### src/rtl/ahbl_apb_pkg.sv
// Shared constants, FSM state encoding and APB4 strobe decode for the AHB-Lite to APB bridge.
package ahbl_apb_pkg;

  localparam logic [1:0] HTRANS_IDLE   = 2'b00;
  localparam logic [1:0] HTRANS_BUSY   = 2'b01;
  localparam logic [1:0] HTRANS_NONSEQ = 2'b10;
  localparam logic [1:0] HTRANS_SEQ    = 2'b11;

  localparam logic [2:0] HSIZE_BYTE = 3'b000;
  localparam logic [2:0] HSIZE_HALF = 3'b001;
  localparam logic [2:0] HSIZE_WORD = 3'b010;

  typedef enum logic [2:0] {
    ST_IDLE,
    ST_WDATA,
    ST_SETUP,
    ST_ACCESS,
    ST_ERR1,
    ST_ERR2
  } state_t;

  // Byte lanes touched by an access of the given size at the given word offset.
  function automatic logic [3:0] calc_pstrb(input logic [2:0] hsize, input logic [1:0] addr_lsbs);
    logic [3:0] strb;
    case (hsize)
      HSIZE_BYTE: strb = 4'b0001 << addr_lsbs;
      HSIZE_HALF: strb = 4'b0011 << {addr_lsbs[1], 1'b0};
      default:    strb = 4'hf;
    endcase
    return strb;
  endfunction

endpackage

### src/rtl/ahbl_to_apb_bridge.sv
// AHB-Lite subordinate to APB requester bridge, one APB transfer in flight.
// Define AHBL_TO_APB_APB4_EN to add the APB4 pstrb/pprot outputs.
module ahbl_to_apb_bridge
  import ahbl_apb_pkg::*;
#(
  parameter int W_HADDR = 32,
  parameter int W_PADDR = 16,
  parameter int W_DATA  = 32
) (
  input  logic               clk,
  input  logic               rst_n,
  output logic               ahbls_hready_resp,
  input  logic               ahbls_hready,
  output logic               ahbls_hresp,
  input  logic [W_HADDR-1:0] ahbls_haddr,
  input  logic               ahbls_hwrite,
  input  logic [1:0]         ahbls_htrans,
  input  logic [2:0]         ahbls_hsize,
  input  logic [2:0]         ahbls_hburst,
  input  logic [3:0]         ahbls_hprot,
  input  logic               ahbls_hmastlock,
  input  logic [W_DATA-1:0]  ahbls_hwdata,
  output logic [W_DATA-1:0]  ahbls_hrdata,
  output logic [W_PADDR-1:0] apbm_paddr,
  output logic               apbm_psel,
  output logic               apbm_penable,
  output logic               apbm_pwrite,
  output logic [W_DATA-1:0]  apbm_pwdata,
`ifdef AHBL_TO_APB_APB4_EN
  output logic [3:0]         apbm_pstrb,
  output logic [2:0]         apbm_pprot,
`endif
  input  logic [W_DATA-1:0]  apbm_prdata,
  input  logic               apbm_pready,
  input  logic               apbm_pslverr
);

  // Handshake: an AHB transfer is accepted when ahbls_hready && htrans[1]
  // while this bridge reports hready_resp=1 (IDLE/ERR2); the data phase then
  // stalls until the APB transfer completes with pready=1 in ACCESS.

  state_t               state_q, state_d;
  logic [W_PADDR-1:0]   paddr_q, paddr_d;
  logic                 pwrite_q, pwrite_d;
  logic [W_DATA-1:0]    pwdata_q, pwdata_d;
  logic [W_DATA-1:0]    hrdata_q, hrdata_d;
  logic                 psel_q, psel_d;
  logic                 penable_q, penable_d;
  logic                 hready_resp_q, hready_resp_d;
  logic                 hresp_q, hresp_d;
  logic                 accept;

`ifdef AHBL_TO_APB_APB4_EN
  logic [3:0]           pstrb_q, pstrb_d;
  logic [2:0]           pprot_q, pprot_d;
  logic                 unused_ok;
  assign unused_ok = ^{ahbls_haddr[W_HADDR-1:W_PADDR], ahbls_htrans[0], ahbls_hburst,
                       ahbls_hprot[3:2], ahbls_hmastlock};
`else
  logic                 unused_ok;
  assign unused_ok = ^{ahbls_haddr[W_HADDR-1:W_PADDR], ahbls_htrans[0], ahbls_hsize,
                       ahbls_hburst, ahbls_hprot, ahbls_hmastlock};
`endif

  assign accept = ((state_q == ST_IDLE) || (state_q == ST_ERR2)) &&
                  ahbls_hready && ahbls_htrans[1];

  always_comb begin
    state_d  = state_q;
    paddr_d  = paddr_q;
    pwrite_d = pwrite_q;
    pwdata_d = pwdata_q;
    hrdata_d = hrdata_q;
`ifdef AHBL_TO_APB_APB4_EN
    pstrb_d  = pstrb_q;
    pprot_d  = pprot_q;
`endif
    case (state_q)
      ST_IDLE, ST_ERR2: begin
        if (accept) begin
          state_d  = ahbls_hwrite ? ST_WDATA : ST_SETUP;
          paddr_d  = ahbls_haddr[W_PADDR-1:0];
          pwrite_d = ahbls_hwrite;
`ifdef AHBL_TO_APB_APB4_EN
          pstrb_d  = ahbls_hwrite ? calc_pstrb(ahbls_hsize, ahbls_haddr[1:0]) : 4'h0;
          pprot_d  = {~ahbls_hprot[0], 1'b0, ahbls_hprot[1]};
`endif
        end else begin
          state_d = ST_IDLE;
        end
      end
      ST_WDATA: begin
        pwdata_d = ahbls_hwdata;
        state_d  = ST_SETUP;
      end
      ST_SETUP: state_d = ST_ACCESS;
      ST_ACCESS: begin
        if (apbm_pready) begin
          if (apbm_pslverr) begin
            state_d = ST_ERR1;
          end else begin
            state_d = ST_IDLE;
            if (!pwrite_q) hrdata_d = apbm_prdata;
          end
        end
      end
      ST_ERR1: state_d = ST_ERR2;
      default: state_d = ST_IDLE;
    endcase

    // Outputs are registered, so decode them from the state being entered.
    hready_resp_d = (state_d == ST_IDLE) || (state_d == ST_ERR2);
    hresp_d       = (state_d == ST_ERR1) || (state_d == ST_ERR2);
    psel_d        = (state_d == ST_SETUP) || (state_d == ST_ACCESS);
    penable_d     = (state_d == ST_ACCESS);
  end

  always_ff @(posedge clk or negedge rst_n) begin
    if (!rst_n) begin
      state_q       <= ST_IDLE;
      paddr_q       <= '0;
      pwrite_q      <= 1'b0;
      pwdata_q      <= '0;
      hrdata_q      <= '0;
      psel_q        <= 1'b0;
      penable_q     <= 1'b0;
      hready_resp_q <= 1'b1;
      hresp_q       <= 1'b0;
`ifdef AHBL_TO_APB_APB4_EN
      pstrb_q       <= 4'h0;
      pprot_q       <= 3'h0;
`endif
    end else begin
      state_q       <= state_d;
      paddr_q       <= paddr_d;
      pwrite_q      <= pwrite_d;
      pwdata_q      <= pwdata_d;
      hrdata_q      <= hrdata_d;
      psel_q        <= psel_d;
      penable_q     <= penable_d;
      hready_resp_q <= hready_resp_d;
      hresp_q       <= hresp_d;
`ifdef AHBL_TO_APB_APB4_EN
      pstrb_q       <= pstrb_d;
      pprot_q       <= pprot_d;
`endif
    end
  end

  assign ahbls_hready_resp = hready_resp_q;
  assign ahbls_hresp       = hresp_q;
  assign ahbls_hrdata      = hrdata_q;
  assign apbm_paddr        = paddr_q;
  assign apbm_psel         = psel_q;
  assign apbm_penable      = penable_q;
  assign apbm_pwrite       = pwrite_q;
  assign apbm_pwdata       = pwdata_q;
`ifdef AHBL_TO_APB_APB4_EN
  assign apbm_pstrb        = pstrb_q;
  assign apbm_pprot        = pprot_q;
`endif

endmodule

### config.mk
export PLATFORM = sky130hd
export DESIGN_NAME = ahbl_to_apb_bridge
export DESIGN_NICKNAME = d
export VERILOG_FILES = /design/src/rtl/ahbl_apb_pkg.sv /design/src/rtl/ahbl_to_apb_bridge.sv
export SDC_FILE = /design/constraint.sdc
export NUM_CORES = 1
export LEC_CHECK = 0
export CELL_PAD_IN_SITES_DETAIL_PLACEMENT = 1
export CELL_PAD_IN_SITES_GLOBAL_PLACEMENT = 1
export CORE_MARGIN = 1
export CORE_UTILIZATION = 26
export DETAILED_ROUTE_END_ITERATION = 16
export PLACE_DENSITY_LB_ADDON = 0.12
export SYNTH_ARGS = -nofsm -noshare
export SYNTH_HDL_FRONTEND = slang
export SYNTH_SLANG_ARGS = --single-unit
### constraint.sdc
create_clock -name clk -period 2 [get_ports clk]
set_clock_uncertainty 0.2 [all_clocks]
set_input_delay 0.4 -clock clk [delete_from_list [all_inputs] [get_ports clk]]
set_output_delay 0.4 -clock clk [all_outputs]
set_load 0.02 [all_outputs]
Word-level counts from Yosys, hierarchy flattened
Index checks and enable logic that the tools add are counted.
{"block": "classes", "eq_ne": 9, "mux": 5, "bitwise_logic": 2, "reduce_logical": 11}
{"op": "one-hot mux 3 bit (5 select lines)", "count": 1}
{"op": "equality test 3 x 2 -> 1 bit, second input constant", "count": 4}
{"op": "equality test 3 bit, second input constant", "count": 4}
{"op": "zero test 3 bit", "count": 2}
{"op": "two-way mux 3 bit", "count": 2}
{"op": "logical OR 1 bit", "count": 4}
{"op": "two-way mux 2 bit", "count": 2}
{"op": "AND reduction 4 bit", "count": 1}
{"op": "equality test 3 x 1 -> 1 bit, second input constant", "count": 1}
{"op": "logical AND 1 bit", "count": 2}
{"op": "NOT 1 bit", "count": 2}
{"op": "AND reduction 2 bit", "count": 1}
{"op": "OR reduction 2 bit", "count": 1}
{"block": "totals", "ff_bits": 88, "input_bits": 115, "output_inout_bits": 85, "word_cells": 36}

Longest topological paths before layout
{"block": "logic_depth", "word_depth": 8, "ltp_mapped": 6, "mapped_depth_nobuf": 3}

Worst setup path before layout
OpenSTA, ideal clock, no wires.
{"block": "synth_path", "path_type": "flip-flop to flip-flop", "from": "register state_q[2]", "to": "register paddr_q[10] (netlist: apbm_paddr[10])", "setup_time_ns": 0.125, "arrival_ns": 1.601, "required_ns": 1.675, "setup_slack_ns": 0.074, "path_stages_with_launch": 5, "n_path_buf": 1, "synth_period_minus_slack_ns": 1.926, "cell_sequence": "dfrtp_1 > nor2b_1 > nor4b_4 > buf_4 > mux2_2"}
{"block": "synth_via", "elab_chain_len": 5, "word_cells_on_any_way": 7, "classes_between": "1 x eq/ne; 6 x reduce/logical"}
{"element": "start, declared", "line": "ahbl_to_apb_bridge.sv:42", "rtl": "state_t state_q, state_d;"}
{"element": "start signal, assigned", "line": "ahbl_to_apb_bridge.sv:134", "rtl": "state_q <= state_d;"}
{"element": "equality test 3 bit / zero test 3 bit (equally long branches)", "line": "ahbl_to_apb_bridge.sv:65, ahbl_to_apb_bridge.sv:78"}
{"element": "logical OR 1 bit", "line": "ahbl_to_apb_bridge.sv:65", "rtl": "assign accept = ((state_q == ST_IDLE) || (state_q == ST_ERR2)) &&"}
{"element": "logical AND 1 bit", "line": "ahbl_to_apb_bridge.sv:65"}
{"element": "logical AND 1 bit", "line": "ahbl_to_apb_bridge.sv:66", "rtl": "ahbls_hready && ahbls_htrans[1];"}
{"element": "AND reduction 2 bit (no source line) (*)"}
{"element": "end signal, assigned", "line": "ahbl_to_apb_bridge.sv:135", "rtl": "paddr_q <= paddr_d;"}
{"element": "end, declared", "line": "ahbl_to_apb_bridge.sv:43", "rtl": "logic [W_PADDR-1:0] paddr_q, paddr_d;"}
Every way passes the cells marked *; elsewhere a longest branch is shown, timed or not.
A chain may end at the register's enable or synchronous reset.

Final worst setup path
{"block": "layout_path", "from": "register hrdata_q[22] (netlist: ahbls_hrdata[22])", "to": "output port ahbls_hrdata[22]"}
{"element": "start, declared", "line": "ahbl_to_apb_bridge.sv:46", "rtl": "logic [W_DATA-1:0] hrdata_q, hrdata_d;"}
{"element": "start signal, assigned", "line": "ahbl_to_apb_bridge.sv:138", "rtl": "hrdata_q <= hrdata_d;"}
{"element": "end, declared", "line": "ahbl_to_apb_bridge.sv:23", "rtl": "output logic [W_DATA-1:0] ahbls_hrdata,"}
No word-level cell between the ends.

==> results.cfg <==
[sta]
hold_ws_ns = 0.296
worst_slew_pin_slew_ns = 0.276
final.min_clock_period_ns = 1.94
slew_headroom_pct = 81.6
hold_viol = 0
report.final.setup_viol = 0
grt_setup_unrepaired = no
report.final.slew_viol_count = 0
fin_ws_ns = 0.0619
max_freq_mhz = 516
fin_crit_sh_pct = 96.9

[logic_synthesis]
synth_area_um2 = 3480
synthDistinctLibCells = 25
ys.flop_type = dfrtp_1
syn_inst = 204
synth_fa_ha_area_share_pct = 0
syn_area_per_cell_um2 = 17.1
synth_largest_area_cell = dfrtp_1
yosysWarnings = 0
ys_top_cells_by_area = dfrtp_1 (63%), mux2_2 (16%), mux2_4 (13%), buf_6 (0.97%), dfstp_2 (0.76%)
ys_seq_elements = 88
synth_edf_count = 0
synth-simple-area-share_pct = 2.84
synth_nets = 319
synth_xor_area_share_pct = 0
synthArstFlopShare_pct = 100
yosysSeqAreaShare_pct = 63.3
synth_mux_area_share_pct = 29.5
synth_top_cell_area_share_pct = 62.6
synth_compound_area_share_pct = 2.27
synth_top_family_by_area = multiplexers

[clocking]
clkTransAtPathRegs_ns = 0.07
cts_buffers = 9
root_buffer = clkbuf_16
htreeDepth = 3
clkSinkCount = 88
postCtsSetupBuffers = 0
insertion_delay_ns = 0.34
clk_path_buf_depth = 2
cts_tree = done

[floorplanning]
num_rows = 41
dieArea_um2 = 13800
core_area_um2 = 12800
die_h_um = 118
ios = 200
start_util_pct = 27.1
die_w_um = 118

[placement]
place_ws_ns = -0.523
hpwl_um = 6500
place_congestion = 0.779
portBuffers = 171

[global_routing]
grt-ovfl-total = 0
grtUsageTotal_pct = 13.8
grt_pass1_vias = 2690
grt_pass1_wl_um = 14700
grt_start_max_net_pins = 39
antenna_found_initial = 0

[worst_setup_path]
max_stage_delay_ns = 0.63
regToRegSetupSlack_ns = 0.08
cp_top_family = buffers and inverters
crit_buf_inv = 1
crit_type = flip-flop to output port
cp_cell_sequence = clkdlybuf4s50_1
path_max_fanout = 2
cp-end-kind = output port
cp-start-kind = flip-flop
cp_slowest_cell = clkdlybuf4s50_1
cp.arrival_ns = 1.34
crit_required_ns = 1.40

[finish]
drive_gt1_share_pct = 28.6
finalNetCount = 508
syn2layout_area_growth_pct = 69.0
finish.utilization_pct = 45.8
diodes = 0
fillCellCount = 1295

[drt]
drc_errors = 0
wire_per_inst_um = 15.9
dr_total_vias = 2437
vias_per_cell = 4.28
drt-initial-drc-count = 75
ant_nets = 0
routed_wl_um = 9070
drt_pass1_iterations = 3

[status]
status = finished clean

[power_and_ir_drop]
cellLeakagePower_nw = 2.55
power.density_nw_per_um2 = 1680
irDropWorstVdd_mv = 0.661

[flow_run]
cap_violations = 0

[hold_path]
hold_class = primary input to async pin
## cell families (layout without fill, tap and decap cells)
group / count (synthesis) / after routing
AO/OA/AOI/OAI: 11 / 11
buffers and inverters: 10 / 204
flip-flops: 88 / 88
multiplexers: 81 / 81
AND/OR/NAND/NOR: 14 / 14
## registers in the layout, summed over array words and instances, names as in the netlist
register	count
ahbls_hrdata	32
ahbls_hresp	1
apbm_psel	1
apbm_pwdata	32
ahbls_hready_resp	1
apbm_pwrite	1
apbm_paddr	16
state_q	3
apbm_penable	1
## stage by stage
stage,area [um^2],setup TNS [ns],total power [mW],std cells
after floorplan,3480,0,5.66,204
after global placement,5510,-17.83,7.95,552
after detailed placement,5510,-19.30,8.06,552
after CTS,5880,0,10.0,570
after global routing,5880,0,10.4,570
final,5880,0,9.87,570
## power by group
| part | total, mW | internal (mW) | switching (mW) |
|---|---|---|---|
| combinational | 4.82 | 2.73 | 2.09 |
| clock | 1.90 | 1.22 | 0.687 |
| sequential | 3.14 | 2.68 | 0.458 |
| total | 9.87 | 6.63 | 3.23 |
## cells in the final DEF (no fill, tap or decap)
| cell | synthesis | routed |
|---|---|---|
| nand3_1 | 2 | 2 |
| nand2b_1 | 2 | 2 |
| nand2_1 | 2 | 2 |
| clkinv_2 | 0 | 2 |
| buf_16 | 0 | 1 |
| buf_12 | 0 | 5 |
| buf_4 | 2 | 10 |
| nor4bb_1 | 2 | 2 |
| bufinv_16 | 0 | 3 |
| o21ai_0 | 2 | 2 |
| mux2_4 | 30 | 30 |
| mux2_1 | 2 | 2 |
| dlygate4sd2_1 | 0 | 2 |
| o221ai_1 | 1 | 1 |
| nor2b_1 | 1 | 1 |
| a21oi_1 | 2 | 2 |
| a221oi_1 | 1 | 1 |
| nor4b_4 | 1 | 1 |
| mux2_2 | 49 | 49 |
| o31a_1 | 1 | 1 |
| clkinvlp_4 | 0 | 1 |
| a21o_1 | 1 | 1 |
| or4_4 | 0 | 1 |
| dfrtp_1 | 87 | 87 |
| nor2_2 | 0 | 1 |
| dfstp_2 | 1 | 1 |
| clkbuf_16 | 0 | 9 |
| clkdlybuf4s50_1 | 0 | 168 |
| a22o_1 | 2 | 2 |
| clkbuf_1 | 0 | 1 |
| a211oi_1 | 1 | 1 |
| dlygate4sd3_1 | 0 | 1 |
| nor2_1 | 3 | 2 |
| inv_1 | 1 | 1 |
## layer usage
layer / up-vias / share of wire [%] / GRT usage, %
met5: - / 0 / 0
met4: 0 / 1.5 / 5.53
met3: 13 / 6.6 / 5.38
met2: 85 / 51 / 22.9
met1: 1235 / 41 / 16.0
li1: 1104 / - / -
## final timing paths
kind / depth (start not counted) / startpoint / to
max: 1 / ahbls_hrdata[22] / ahbls_hrdata[22]
min: 2 / rst_n / apbm_paddr[3]
max reg2reg: 4 / state_q[2] / ahbls_hrdata[23]
min reg2reg: 1 / apbm_pwdata[10] / apbm_pwdata[10]
max in group asynchronous: 3 / rst_n / ahbls_hready_resp
min in group clk: 1 / apbm_pwdata[10] / apbm_pwdata[10]
## what timing repair did
item	in CTS	in global routing
gates cloned	1	0
endpoints found under the hold margin	13	0
gates resized for setup	4	0
pin swaps	0	1
hold buffers	1	0
endpoints found under the setup margin	34	32
## Yosys cell counts, types with 2 or more instances
| cell type | number |
|---|---|
| nand3_1 | 2 |
| mux2_4 | 30 |
| o21ai_0 | 2 |
| buf_6 | 3 |
| nand2_1 | 2 |
| nand2b_1 | 2 |
| dfrtp_1 | 87 |
| buf_4 | 2 |
| buf_2 | 4 |
| nor2_1 | 3 |
| mux2_2 | 49 |
| a22o_1 | 2 |
| mux2_1 | 2 |
| nor4bb_1 | 2 |
| a21oi_1 | 2 |
## final cells by class
class | count | area (um^2) | share of cell area [%]
sequential | 88 | 2200 | 37.5
inverter | 1 | 3.75 | 0.0638
multi-input combinational | 106 | 1210 | 20.6
timing repair buffer | 187 | 1910 | 32.5
clock inverter | 6 | 108 | 1.83
clock buffer | 10 | 229 | 3.89
tap | 172 | 215 | 3.66
No activity file was read; power rests on OpenSTA's default activity.
